File: config.mk
export PLATFORM = sky130hd
export DESIGN_NAME = fx3_burst_writer
export DESIGN_NICKNAME = d
export VERILOG_FILES = /design/src/rtl/fx3_wr_pkg.sv /design/src/rtl/fx3_burst_writer.sv
export SDC_FILE = /design/constraint.sdc
export NUM_CORES = 1
export LEC_CHECK = 0
export ABC_AREA = 1
export CORE_UTILIZATION = 58
export DETAILED_ROUTE_END_ITERATION = 6
export PLACE_DENSITY_LB_ADDON = 0.3
export RECOVER_POWER = 100
export SLEW_MARGIN = 20
export SYNTH_ARGS = -nofsm -noshare
export SYNTH_HDL_FRONTEND = slang
export SYNTH_SLANG_ARGS = --single-unit
File: constraint.sdc
create_clock -name clk -period 4 [get_ports clk]
set_input_delay 1.2 -clock clk [delete_from_list [all_inputs] [get_ports clk]]
set_output_delay 1.2 -clock clk [all_outputs]
set_load 0.02 [all_outputs]
File: src/rtl/fx3_wr_pkg.sv
// Shared types and defaults for the FX3 slave-FIFO burst writer.
package fx3_wr_pkg;

  typedef enum logic [2:0] {
    ST_IDLE   = 3'd0,
    ST_BURST  = 3'd1,
    ST_TAIL   = 3'd2,
    ST_PKTEND = 3'd3,
    ST_GAP    = 3'd4
  } wr_state_e;

  // Cycles from a FIFO read request to the matching FX3 write strobe
  localparam int RD_LAT        = 2;
  localparam int DEF_BURST_LEN = 256;
  localparam int DEF_BUF_WORDS = 512;
  // Width of the shared burst / tail / gap down-counter
  localparam int CNT_W         = 16;

endpackage

File: src/rtl/fx3_burst_writer.sv
// Drains the camera data FIFO into the FX3 GPIF-II slave FIFO in fixed bursts,
// gated by the FX3 watermark flag, and closes partial DMA buffers with PKTEND
// when an end-of-frame flush is requested.
module fx3_burst_writer
  import fx3_wr_pkg::*;
#(
  parameter int DATA_W    = 16,
  parameter int ADDR_W    = 10,
  parameter int BURST_LEN = DEF_BURST_LEN,
  parameter int BUF_WORDS = DEF_BUF_WORDS,
  parameter int FLAG_LAT  = 3,
  parameter int ZLP_EN    = 0
) (
  input  logic              clk,
  input  logic              rst_n,
  output logic              fifo_rdreq,
  input  logic [DATA_W-1:0] fifo_q,
  input  logic              fifo_rdempty,
  input  logic [ADDR_W-1:0] fifo_rdusedw,
  input  logic              flush_req,
  input  logic              fx3_flaga,
  output logic [DATA_W-1:0] fx3_data,
  output logic              fx3_slwr_n,
  output logic              fx3_pktend_n,
  output logic              busy
);

  localparam int BUF_W = $clog2(BUF_WORDS);

  wr_state_e          state_q, state_d;
  logic [CNT_W-1:0]   cnt_q, cnt_d;
  logic               flush_mode_q, flush_mode_d;
  logic               flush_pend_q, flush_pend_d;
  logic [BUF_W-1:0]   buf_cnt_q, buf_cnt_d;
  logic               rd_vld_q, rd_vld_d;
  logic               rdreq_q, rdreq_d;
  logic               slwr_n_q, slwr_n_d;
  logic               pktend_n_q, pktend_n_d;
  logic [DATA_W-1:0]  data_q, data_d;
  logic               busy_q, busy_d;

  logic               avail_full_s;
  logic [CNT_W-1:0]   avail_s;

  // rdusedw wraps to 0 when the FIFO is completely full, so a zero level with
  // a non-empty FIFO is taken as at least one full burst available.
  always_comb begin
    avail_full_s = ((fifo_rdusedw == ADDR_W'(0)) && !fifo_rdempty) ||
                   (CNT_W'(fifo_rdusedw) >= CNT_W'(BURST_LEN));
    if ((fifo_rdusedw == ADDR_W'(0)) && !fifo_rdempty) begin
      avail_s = CNT_W'(BURST_LEN);
    end else begin
      avail_s = CNT_W'(fifo_rdusedw);
    end
  end

  // Next-state logic: burst sequencing, read-valid pipe, buffer fill count and flush tracking
  always_comb begin
    state_d      = state_q;
    cnt_d        = cnt_q;
    flush_mode_d = flush_mode_q;
    flush_pend_d = flush_pend_q;
    rdreq_d      = 1'b0;
    pktend_n_d   = 1'b1;
    // Non-showahead FIFO: q is valid the cycle after rdreq, and the word is
    // presented on the bus with its strobe one cycle later still.
    rd_vld_d     = rdreq_q;
    slwr_n_d     = ~rd_vld_q;
    if (rd_vld_q) begin
      data_d = fifo_q;
    end else begin
      data_d = data_q;
    end
    // Count every write strobe actually issued; natural wrap mirrors the FX3 auto-commit
    if (!slwr_n_q) begin
      buf_cnt_d = buf_cnt_q + BUF_W'(1);
    end else begin
      buf_cnt_d = buf_cnt_q;
    end

    case (state_q)
      ST_IDLE: begin
        if (fx3_flaga && avail_full_s) begin
          state_d      = ST_BURST;
          cnt_d        = CNT_W'(BURST_LEN - 1);
          flush_mode_d = 1'b0;
          rdreq_d      = 1'b1;
        end else if (fx3_flaga && flush_pend_q && !fifo_rdempty) begin
          state_d      = ST_BURST;
          cnt_d        = avail_s - CNT_W'(1);
          flush_mode_d = 1'b1;
          rdreq_d      = 1'b1;
        end else if (fx3_flaga && flush_pend_q && fifo_rdempty && (buf_cnt_q != BUF_W'(0))) begin
          state_d    = ST_PKTEND;
          pktend_n_d = 1'b0;
        end else if (flush_pend_q && fifo_rdempty && (buf_cnt_q == BUF_W'(0))) begin
          if (ZLP_EN != 0) begin
            if (fx3_flaga) begin
              state_d    = ST_PKTEND;
              pktend_n_d = 1'b0;
            end else begin
              state_d = ST_IDLE;
            end
          end else begin
            // Nothing pending and the buffer is already committed: drop the flush
            flush_pend_d = 1'b0;
          end
        end else begin
          state_d = ST_IDLE;
        end
      end
      ST_BURST: begin
        if (cnt_q == CNT_W'(0)) begin
          state_d = ST_TAIL;
          cnt_d   = CNT_W'(RD_LAT - 1);
        end else begin
          cnt_d   = cnt_q - CNT_W'(1);
          rdreq_d = 1'b1;
        end
      end
      ST_TAIL: begin
        if (cnt_q != CNT_W'(0)) begin
          cnt_d = cnt_q - CNT_W'(1);
        end else if (flush_mode_q) begin
          // PKTEND lands on the cycle right after the last write strobe
          state_d    = ST_PKTEND;
          pktend_n_d = 1'b0;
        end else begin
          state_d = ST_GAP;
          cnt_d   = CNT_W'(FLAG_LAT - 1);
        end
      end
      ST_PKTEND: begin
        buf_cnt_d    = BUF_W'(0);
        flush_pend_d = 1'b0;
        flush_mode_d = 1'b0;
        state_d      = ST_GAP;
        cnt_d        = CNT_W'(FLAG_LAT - 1);
      end
      ST_GAP: begin
        if (cnt_q == CNT_W'(0)) begin
          state_d = ST_IDLE;
        end else begin
          cnt_d = cnt_q - CNT_W'(1);
        end
      end
      default: begin
        state_d = ST_IDLE;
        cnt_d   = CNT_W'(0);
      end
    endcase

    // A new end-of-frame pulse is never lost, even on the cycle a flush completes
    flush_pend_d = flush_pend_d | flush_req;
    busy_d       = (state_d != ST_IDLE) || flush_pend_d;
  end

  // State and registered outputs; reset forces the pins idle at once
  always_ff @(posedge clk or negedge rst_n) begin
    if (!rst_n) begin
      state_q      <= ST_IDLE;
      cnt_q        <= CNT_W'(0);
      flush_mode_q <= 1'b0;
      flush_pend_q <= 1'b0;
      buf_cnt_q    <= BUF_W'(0);
      rd_vld_q     <= 1'b0;
      rdreq_q      <= 1'b0;
      slwr_n_q     <= 1'b1;
      pktend_n_q   <= 1'b1;
      data_q       <= DATA_W'(0);
      busy_q       <= 1'b0;
    end else begin
      state_q      <= state_d;
      cnt_q        <= cnt_d;
      flush_mode_q <= flush_mode_d;
      flush_pend_q <= flush_pend_d;
      buf_cnt_q    <= buf_cnt_d;
      rd_vld_q     <= rd_vld_d;
      rdreq_q      <= rdreq_d;
      slwr_n_q     <= slwr_n_d;
      pktend_n_q   <= pktend_n_d;
      data_q       <= data_d;
      busy_q       <= busy_d;
    end
  end

  assign fifo_rdreq   = rdreq_q;
  assign fx3_slwr_n   = slwr_n_q;
  assign fx3_pktend_n = pktend_n_q;
  assign fx3_data     = data_q;
  assign busy         = busy_q;

endmodule

==> qor.yml, run 1 <==
outcome: "finished clean"
grt.overflow.total: 0
arrival_ps: 3350
drt_first_pass_iters: 5
antennaDiodeCount: 0
vdd_ir_drop_max_mv: 0.254
fmax_mhz: 321
netlist_area_um2: 3170
synth_area_leaders: "dfrtp_1 39%, nand2_1 21%, inv_1 5.3%"
ant_nets: 0
final_nets: 531
antenna_found_initial: 0
cts_buffers: 5
crit_path_end: "cnt_q[0]"
wl_per_cell_um: 12.2
grt_pass1_wl_mm: 12.2
wirelength_mm: 6.90
grtUsageTotal_pct: 25.9
core_area_um2: 5200
clk_pin_slew_worst_paths_ps: 90
worstSetupPathType: "in -> reg"
synth_cell_type_count: 37
netlist_instances: 445
cts_tree: "done"
maxSlewHeadroom_pct: 3.67
clock_path_buffers: 2
critPathLaunch: "fifo_rdusedw[5]"
drt_iter0_markers: 264
cts_resized: 0
worstMarginPinSlew_ps: 1440
drc_errors: 0
slew_violations: 0
ff2ff_path_depth: 11
required_ps: 4240
holdCritPathClass: "reg -> reg"
cts.sinks: 51
syn-num-nets: 481
die_w_um: 76.0
gp_congestion: 0.908
rsz0062_at_grt: "false"
synth_area_per_cell_um2: 7.13
row_count: 26
hold_buffers: 0
period_minus_slack_ps: 3110
powerDensity_nw_per_um2: 247
detail_route.vias_per_cell: 5.21
fp.dieH_um: 76.0
end_kind: "flip-flop"
finalWorstSetupSlack_ps: 889
seq_area_frac_synth_pct: 40.3
hold_viol: 0
insertion_delay_ps: 310
syn2layout_area_growth_pct: 18.2
htreeDepth: 2
worstReg2RegEnd: "cnt_q[0]"
crit_fanout: 20
setup_violations: 0
synth_enable_flop_cells: 0
r2r-start: "cnt_q[0]"
cts_root_buf: "clkbuf_8"
async_reset_ff_share_pct: 100
synth_common_cells: "178 x nand2_1, 49 x dfrtp_1, 45 x inv_1"
hold_ws_ps: 391
grt_max_degree: 29
ios: 51
grt_pass1_vias: 2733
ys_warn_count: 0
timing.final.crit_share_pct: 77.8
synth_top_area_share_pct: 38.6
io_buffers: 50
leakage_nw: 1.85
synth_top_cell_by_area: "dfrtp_1"
post-dp-hpwl_mm: 5.09
finClkSkew_ps: 9.73
layout-drive-gt1-share_pct: 7.46
vias: 2951
synth-main-ff-cell: "dfrtp_1"
tns_ps: 0
post-cts-setup-buffer-count: 0
max_cap_violations: 0
dieArea_um2: 5770
synth_seq_cells: 51
reg2reg_slack_ps: 1960
start_kind: "input pin"
initial_core_util_pct: 61.0
yosysMostFrequentCell: "nand2_1"
dp_worst_setup_slack_ps: 1000
==> report_power, final <==
group	internal (mW)	total [mW]	switching (mW)
combinational	0.0471	0.0980	0.0508
sequential	0.523	0.528	0.00432
clock	0.126	0.301	0.175
total	0.696	0.926	0.230
==> layout by cell type, fill, tap and decap left out, types with 3 or more instances in the layout <==
master and n:
nor2_1 42, nor3_1 8, o21ai_2 5, dlygate4sd3_1 21
nand4_1 6, nand3b_1 4, inv_1 46, ha_1 5
dfrtp_1 49, clkbuf_8 5, nand2_2 3, o21ai_0 11
a21oi_1 10, nor2_4 3, nor2_2 5, nand3_1 23
nand2_1 182, clkdlybuf4s50_1 28, a31oi_1 3, xor2_1 9
inv_2 4
==> final cells by class <==
| cell class | count | area [um^2] |
|---|---|---|
| clock buffers | 6 | 72.6 |
| flip-flops and latches | 51 | 1280 |
| multi-input cells | 334 | 1600 |
| fillers | 423 | 1450 |
| well taps | 70 | 87.6 |
| inverters | 52 | 198 |
| clock inverters | 2 | 16.3 |
| repair buffers | 51 | 502 |
==> how the worst min path moves through the flow <==
stage,startpoint,endpoint,slack [ps],depth (start not counted)
2_1_floorplan,cnt_q[14],cnt_q[14],450,2
3_3_place_gp,fifo_rdreq,rd_vld_q,370,0
3_5_place_dp,fifo_rdreq,rd_vld_q,380,0
4_1_cts,fifo_rdreq,rd_vld_q,400,0
5_1_grt,fifo_rdreq,rd_vld_q,410,0
6_report,fifo_rdreq,rd_vld_q,390,0
==> per-stage QoR <==
step / util, % / std cells / area (um^2) / power [mW]
CTS: 72.8 / 566 / 3790 / 0.941
finish: 72.1 / 566 / 3750 / 0.926
global placement: 71.1 / 558 / 3700 / 0.640
floorplan: - / 445 / 3170 / 0.575
global route: 72.1 / 566 / 3750 / 0.964
detailed placement: 71.1 / 558 / 3700 / 0.642
==> critical path: stages <==
cell	delay [ps]
dlygate4sd3_1	610
nor2_1	130
nand2_1	60
nor2_1	180
nand2_4	90
nand2_1	110
nand2_1	190
nand3_1	170
nand2_4	130
inv_4	220
o21ai_0	170
o21ai_2	80
==> logic make-up after synthesis <==
logic type	count (synthesis)	share of synthesized area [%]
compound gates	35	6.62
buf+inv	60	8.24
fa+ha+maj	5	1.97
simple gates	283	39.9
xor+xnor	11	3.04
flops	51	40.3
==> metal layers <==
metal | GRT usage [%] | wire, um | vias to the layer above
met5 | 0 | 0 | -
met4 | 8.65 | 129 | 0
met3 | 6.11 | 487 | 14
met2 | 41.2 | 3090 | 129
met1 | 34.9 | 3190 | 1326
li1 | - | - | 1482
==> registers in the layout, summed over array words and instances, names as in the netlist <==
register / cells
flush_pend_q: 1
fx3_pktend_n: 1
flush_mode_q: 1
fx3_slwr_n: 1
buf_cnt_q: 9
rd_vld_q: 1
fifo_rdreq: 1
busy: 1
state_q: 3
fx3_data: 16
cnt_q: 16
(Power assumes the default switching activity.)
==> run 2, diff against run 1 <==
--- a/config.mk
+++ b/config.mk
@@ -6,7 +6,7 @@
 export NUM_CORES = 1
 export LEC_CHECK = 0
 export ABC_AREA = 1
-export CORE_UTILIZATION = 58
+export CORE_UTILIZATION = 54
 export DETAILED_ROUTE_END_ITERATION = 6
 export PLACE_DENSITY_LB_ADDON = 0.3
 export RECOVER_POWER = 100
==> constraint.sdc (replaced) <==
create_clock -name clk -period 3.1 [get_ports clk]
set_input_delay 0.93 -clock clk [delete_from_list [all_inputs] [get_ports clk]]
set_output_delay 0.93 -clock clk [all_outputs]
set_load 0.02 [all_outputs]
==> run 2 against run 1 <==
Against the previous run:
- design area grew 0.70%
- sequential cell count is the same
- clock power grew 37%
- combinational power grew 31%
==> qor.yml, run 2 (synthesis results as in run 1) <==
outcome: "finished clean"
gp_congestion: 0.872
post-dp-hpwl_mm: 5.11
grt_pass1_vias: 2724
drt_first_pass_iters: 5
clock_path_buffers: 2
layout-drive-gt1-share_pct: 8.27
power_mw: 1.22
grt.overflow.total: 0
crit_fanout: 20
seqPwrFrac_pct: 55.8
fp.dieH_um: 78.7
fillCellCount: 483
holdPathStages: 0
maxSlewHeadroom_pct: 38.3
max_cap_violations: 0
cts_tree: "done"
slew_violations: 0
tns_ps: 0
drc_errors: 0
cts_buffers: 5
grtUsageTotal_pct: 24.8
final_nets: 531
ios: 51
combPwrFrac_pct: 10.5
finClkSkew_ps: 11.2
hold_buffers: 0
worstSetupPathType: "in -> reg"
period_minus_slack_ps: 2680
clk_pin_slew_worst_paths_ps: 100
arrival_ps: 2930
grt_pass1_wl_mm: 12.1
post-cts-setup-buffer-count: 0
powerDensity_nw_per_um2: 323
cts_resized: 0
row_count: 27
cts_root_buf: "clkbuf_8"
wirelength_mm: 6.87
final_common_cell: "nand2_1"
worstSetupPathDepth: 12
max_stage_delay_ps: 640
p_sw_share_pct: 26.0
timing.final.crit_share_pct: 86.4
hold_viol: 0
critPathTopFamily: "simple AND/OR/NAND/NOR gates"
vdd_ir_drop_max_mv: 0.223
end_kind: "flip-flop"
holdCritPathClass: "reg -> reg"
setup_violations: 0
grt_max_degree: 43
vias: 2910
hold_ws_ps: 395
path_common_cell: "nand2_4"
clkPwrFrac_pct: 33.7
ant_nets: 0
ff2ff_path_depth: 11
rsz0062_at_grt: "false"
antennaDiodeCount: 0
cts.sinks: 51
wl_per_cell_um: 12.1
antenna_found_initial: 0
min-delay-start: "fifo_rdreq"
path_cells: "dlygate4sd3_1, nor2_1, nand2_1, nor2_1, nand2_4, nand2_4, nand2_4, nand3_1, nand2_4, inv_4, nand2_1, o21ai_2"
leakage_nw: 1.86
fmax_mhz: 373
start_kind: "input pin"
path_buf_inv: 2
worstMarginPinSlew_ps: 926
drt_iter0_markers: 251
p_switching_mw: 0.318
critPathLaunch: "fifo_rdusedw[4]"
cp_slowest_cell: "dlygate4sd3_1"
finalInstanceArea_um2: 3780
final_core_util_pct: 67.8
worst_hold_path.endpoint: "rd_vld_q"
syn2layout_area_growth_pct: 19.0
htreeDepth: 2
p_int_mw: 0.904
dieArea_um2: 6190
initial_core_util_pct: 56.9
postPlaceCellArea_um2: 3700
seqCellArea_um2: 1280
r2r-start: "cnt_q[0]"
final_cell_mix: "180 x nand2_1, 49 x dfrtp_1, 46 x inv_1"
die_w_um: 78.7
core_area_um2: 5570
detail_route.vias_per_cell: 5.12
required_ps: 3350
insertion_delay_ps: 320
io_buffers: 50
multi_input_area_um2: 1620
worstReg2RegEnd: "cnt_q[12]"
reg2reg_slack_ps: 1140
## run 2: power by group through the flow
stage,logic [mW],registers (mW),clock network (mW)
6_report,0.128,0.681,0.412
2_1_floorplan,0.0343,0.708,0
5_1_grt,0.142,0.683,0.455
4_1_cts,0.135,0.682,0.418
3_3_place_gp,0.132,0.695,0
3_5_place_dp,0.134,0.694,0
## run 2: per-layer routing
metal  global-route usage [%]  vias to the layer above  part of all wire (%)
li1                         -                     1492                     -
met3                     5.00                       17                   6.5
met5                        0                        -                     0
met4                     8.15                        0                   2.0
met1                     33.3                     1281                    47
met2                     40.1                      120                    44
## run 2: how the worst max path moves through the flow
stage | endpoint | slack (ps)
after floorplan | cnt_q[3] | 1120
after CTS | cnt_q[9] | 630
after global placement | cnt_q[0] | 410
final | cnt_q[12] | 420
after global routing | cnt_q[9] | 260
after detailed placement | cnt_q[9] | 310
## run 2: layout make-up
cell class	count	share of cell area, %
clock buffer	5	1.82
clock inverter	3	0.728
inverter	52	5.23
multi-input combinational	334	42.8
sequential	51	33.8
tap	72	2.38
timing repair buffer	51	13.2
## run 2: metrics by stage
stage          instances  worst slack, ps
6_report             568              421
5_1_grt              568              260
4_1_cts              568              630
3_5_place_dp         560              307
3_3_place_gp         560              414
2_1_floorplan        445             1120
==> variant 1, RTL diff (settings of run 1) <==
Set the parameter `ADDR_W` to 8 (it was 10).
--- a/src/rtl/fx3_burst_writer.sv
+++ b/src/rtl/fx3_burst_writer.sv
@@ -5,7 +5,7 @@
   import fx3_wr_pkg::*;
 #(
   parameter int DATA_W    = 16,
-  parameter int ADDR_W    = 10,
+  parameter int ADDR_W    = 8,
   parameter int BURST_LEN = DEF_BURST_LEN,
   parameter int BUF_WORDS = DEF_BUF_WORDS,
   parameter int FLAG_LAT  = 3,
Ports: changed (resized fifo_rdusedw); port bits go from 51 to 49. The function was not compared with the original's and may differ.
==> variant 1 against run 1 <==
- final cell count is 2.3% lower
- global-route usage is 0.21 points higher
- sequential cell count stayed put
- critical path depth is 3 lower
- synthesized cell count is 1.3% lower
- wire length is 6.1% lower
- design area is 4.1% lower
- total power is 5.3% higher
- count of clock-buffer cells in the layout is 1 lower
- setup slack worse by 0.026 ns
- area after synthesis is 5.5% lower
- critical path type unchanged
==> variant 1: results (changes against run 1) <==
| Metric | Value |
|---|---|
| Commonest cells in the netlist | `207 x nand2_1, 51 x inv_1, 49 x dfrtp_1` |
| Layout cells sized above 1 | `0.0412 (-0.0334)` |
| Routability cong. | `0.917 (+0.98%)` |
| Placed cell area | `3500 um^2 (-5.4%)` |
| Synth cell types | `29 (-22%)` |
| Seq/Total Area, Yosys | `0.426 (+0.0234)` |
| Final HPWL DP | `4700 um (-7.8%)` |
| Routed length on met1 | `2870 um (-10%)` |
| Met1 Use GR | `0.326 (-0.0229)` |
| Total Power | `976 uW (+5.3%)` |
| R2r setup slk | `1.98 ns (+0.02 ns)` |
| Clock-cell share of area | `0.0320 (+0.00833)` |
| Initial DRC Count | `180 (-32%)` |
| Comb_multi_in | `327 (-2.1%)` |
| First-pass iteration count of the detailed router | `4 (-1)` |
| Largest net degree at the start of global routing | `52 (+79%)` |
| First-pass GRT wire length | `11,000 um (-9.2%)` |
| Vias/cell | `5.11 (-1.9%)` |
| Routed wire length | `6480 um (-6.1%)` |
| Grt met3 use | `0.0425 (-0.0186)` |
| Tot GR Track Use | `0.261 (+0.00213)` |
| Core Footprint | `4850 um^2 (-6.9%)` |
| Tightest Pin Transition | `0.636 ns (-0.809 ns)` |
| CP max FO | `16 (-20%)` |
| Reg2reg end | `cnt_q[5]` |
| Vias in the first global route | `2,636 (-3.5%)` |
| Main area contributors after synthesis | `dfrtp_1 41%, nand2_1 26%, inv_1 6.4%, nand3_1 4.7%, nor2_1 3.9%` |
| Net count after synthesis | `472 (-1.9%)` |
| FF-to-FF path depth | `10 (-1)` |
| Top Layer Used | `met4` |
| IO Port Bufs | `48 (-4.0%)` |
| Crit path from | `fifo_rdusedw[4]` |
| Non-clk buf share | `0.133 (-0.000842)` |
| H-tree depth | `2 (unchanged)` |
| Worst IR drop on VDD | `0.184 mV (-28%)` |
| Combinational family with the most area after synthesis | `simple AND/OR/NAND/NOR gates` |
| GR Util met2 | `0.463 (+0.0508)` |
| P_leak | `0.00188 uW (+1.6%)` |
| Multi-input logic portion of the cell area | `0.402 (-0.0237)` |
| Wire length on met2 | `3130 um (+1.2%)` |
| Status | `completed` |
| Synth Area in XOR/XNOR | `0.0263 (-0.00408)` |
| Signal buffers | `48 (-5.9%)` |
| Worst Path Arrival | `3.38 ns (+0.03 ns)` |
| Fillers | `388 (-8.3%)` |
| Layout clock buffer count | `5 (-1)` |
| Nets | `518 (-2.4%)` |
| Post-synthesis compound-gate area fraction | `0.0430 (-0.0233)` |
| Synth Area in Adders | `0.0167 (-0.00303)` |
| Seq. cell area | `1280 um^2 (unchanged)` |
| Clock Skew | `0.00612 ns (-0.00361 ns)` |
| Routed wl met3 | `395 um (-19%)` |
==> variant 1: cell types whose count changed after synthesis, sizes merged, moves of 3 or more <==
| cell | change |
|---|---|
| nand2 | +21 |
| nand3b | -3 |
| xor2 | -5 |
| nor3 | -5 |
| nand3 | +8 |
| o21ai | -7 |
| nor2 | -13 |
| xnor2 | +3 |
==> variant 1: how the worst max path moves through the flow <==
stage,to,depth (start not counted)
2_1_floorplan,cnt_q[7],10
3_3_place_gp,cnt_q[3],9
3_5_place_dp,cnt_q[7],9
4_1_cts,fx3_slwr_n,1
5_1_grt,cnt_q[8],9
6_report,cnt_q[7],9
==> variant 1: power breakdown <==
group | switching [uW] | leakage, uW | internal, uW
clock | 176 | 0.0000548 | 188
sequential | 3.75 | 0.000566 | 523
combinational | 41.8 | 0.00126 | 42.4
==> variant 1: per-stage QoR <==
step	worst slack (ns)	hold slack [ns]	cells	util
final	0.862	0.376	553	0.742
after global routing	0.641	0.390	553	0.742
after CTS	1.30	0.386	553	0.746
after detailed placement	0.988	0.363	545	0.722
after global placement	1.10	0.356	545	0.722
after floorplan	1.72	0.470	439	-
==> variant 1: critical path, cell delays in order <==
cell,delay (ns)
dlygate4sd3_1,0.58
nor2_1,0.21
and2_0,0.30
nand3_1,0.28
nand3_1,0.20
inv_1,0.09
nor2_4,0.34
nand2_1,0.10
nand2_1,0.09
==> variant 1: logic make-up (layout without fill, tap and decap cells) <==
family | count (synthesis) | in the layout
xor+xnor | 9 | 9
flops | 51 | 51
fa+ha+maj | 4 | 4
buf+inv | 61 | 108
compound gates | 24 | 24
simple gates | 290 | 290
==> variant 2, RTL diff (flow settings as in run 1) <==
Made on the original files. The 5 states of `wr_state_e` get a Gray code encoding in 3 bits.
--- a/src/rtl/fx3_wr_pkg.sv
+++ b/src/rtl/fx3_wr_pkg.sv
@@ -2,11 +2,11 @@
 package fx3_wr_pkg;
 
   typedef enum logic [2:0] {
-    ST_IDLE   = 3'd0,
-    ST_BURST  = 3'd1,
-    ST_TAIL   = 3'd2,
-    ST_PKTEND = 3'd3,
-    ST_GAP    = 3'd4
+    ST_IDLE   = 3'b000,
+    ST_BURST  = 3'b001,
+    ST_TAIL   = 3'b011,
+    ST_PKTEND = 3'b010,
+    ST_GAP    = 3'b110
   } wr_state_e;
 
   // Cycles from a FIFO read request to the matching FX3 write strobe
Behaviour: no difference found for any inputs over 10 cycles, from zero or initial values and one cycle with rst_n low; not proved beyond that.
==> variant 2 against run 1 <==
- setup slack improved by 0.066 ns
- area after synthesis shrank 1.1%
- design area up 0.27%
- largest cell class unchanged
- non-clock buffer count is the same
- sequential cell count stayed put
- critical path type unchanged
- die area shrank 1.0%
- clock skew fell by 0.0014 ns
- wire length grew 5.5%
- worst hold slack worse by 0.0081 ns
- register-to-register slack better by 0.09 ns
Power is not compared: it rests on default switching activity, and its combinational part moved more than twofold at a synthesized area within 25%.
==> variant 2: results (changes against run 1) <==
| Metric | Value |
|---|---|
| Fillers | `416 (-1.7%)` |
| GR Util met2 | `0.479 (+0.0673)` |
| Layout cells sized above 1 | `0.0809 (+0.00627)` |
| Final HPWL DP | `5530 um (+8.6%)` |
| Seq/Total Area, Yosys | `0.407 (+0.00433)` |
| Clock Skew | `0.00837 ns (-0.00136 ns)` |
| Vias/cell | `5.22 (about the same)` |
| Crit path from | `fifo_rdusedw[4]` |
| Status | `completed` |
| Vias in the first global route | `2,708 (-0.91%)` |
| Tot GR Track Use | `0.280 (+0.0210)` |
| Wire length on met2 | `3580 um (+16%)` |
| Initial DRC Count | `226 (-14%)` |
| Reg2reg end | `cnt_q[11]` |
| Net count after synthesis | `492 (+2.3%)` |
| FF-to-FF path depth | `9 (-2)` |
| Pre-CTS WS | `1.04 ns (+0.0361 ns)` |
| DR WL/cell | `12.6 um (+3.5%)` |
| R2r setup slk | `2.05 ns (+0.09 ns)` |
| Placed cell area | `3690 um^2 (-0.30%)` |
| Commonest cells in the netlist | `192 x nand2_1, 49 x dfrtp_1, 43 x nor2_1` |
| Relative slew margins | `0.236 (+0.199)` |
| Worst Path Arrival | `3.31 ns (-0.04 ns)` |
| Met1 Use GR | `0.361 (+0.0117)` |
| Worst Setup EP | `cnt_q[2]` |
| Reg2reg start | `state_q[0]` |
[variant 2: changes by cell type in the layout (fill, tap and decap cells not counted), moves of 4 or more]
cell     change
o21ai_2      -5
xor2_1       -6
or2_2        +4
nand2_1     +13
inv_1        -5
nand3_1     +12
[variant 2: final cells by class]
type / instances / share of cell area
Clock buffer: 5 / 0.0183
Inverter: 49 / 0.0489
Tap cell: 70 / 0.0233
Sequential cell: 51 / 0.340
Timing Repair Buffer: 51 / 0.137
Multi-Input combinational cell: 348 / 0.427
Clock inverter: 3 / 0.00599
[variant 2: report_power, final]
group / switching (uW) / internal [uW] / total, uW
clock: 186 / 126 / 311
sequential: 202 / 731 / 933
combinational: 664 / 431 / 1100
[variant 2: how the worst min path moves through the flow]
| stage | startpoint | to | slack [ns] |
|---|---|---|---|
| 2_1_floorplan | cnt_q[15] | cnt_q[15] | 0.46 |
| 3_3_place_gp | fifo_rdreq | rd_vld_q | 0.36 |
| 3_5_place_dp | fifo_rdreq | rd_vld_q | 0.36 |
| 4_1_cts | fifo_rdreq | rd_vld_q | 0.39 |
| 5_1_grt | fifo_rdreq | rd_vld_q | 0.40 |
| 6_report | fifo_rdreq | rd_vld_q | 0.38 |
[variant 2: logic make-up (layout without fill, tap and decap cells)]
kind of cell / count (synthesis) / count (layout) / share of synthesized area
flip-flops: 51 / 51 / 0.407
buffers and inverters: 57 / 108 / 0.0757
AND/OR/NAND/NOR: 313 / 313 / 0.440
XOR/XNOR: 4 / 4 / 0.0112
AO/OA/AOI/OAI: 26 / 26 / 0.0458
adder cells (fa/ha/maj): 5 / 5 / 0.0199
[variant 2: per-stage QoR]
step	power (uW)	std cells	hold WS, ns
finish	2340	577	0.383
floorplan	1660	456	0.464
global route	2530	577	0.405
CTS	2380	577	0.388
detailed placement	2070	569	0.361
global placement	2010	568	0.364
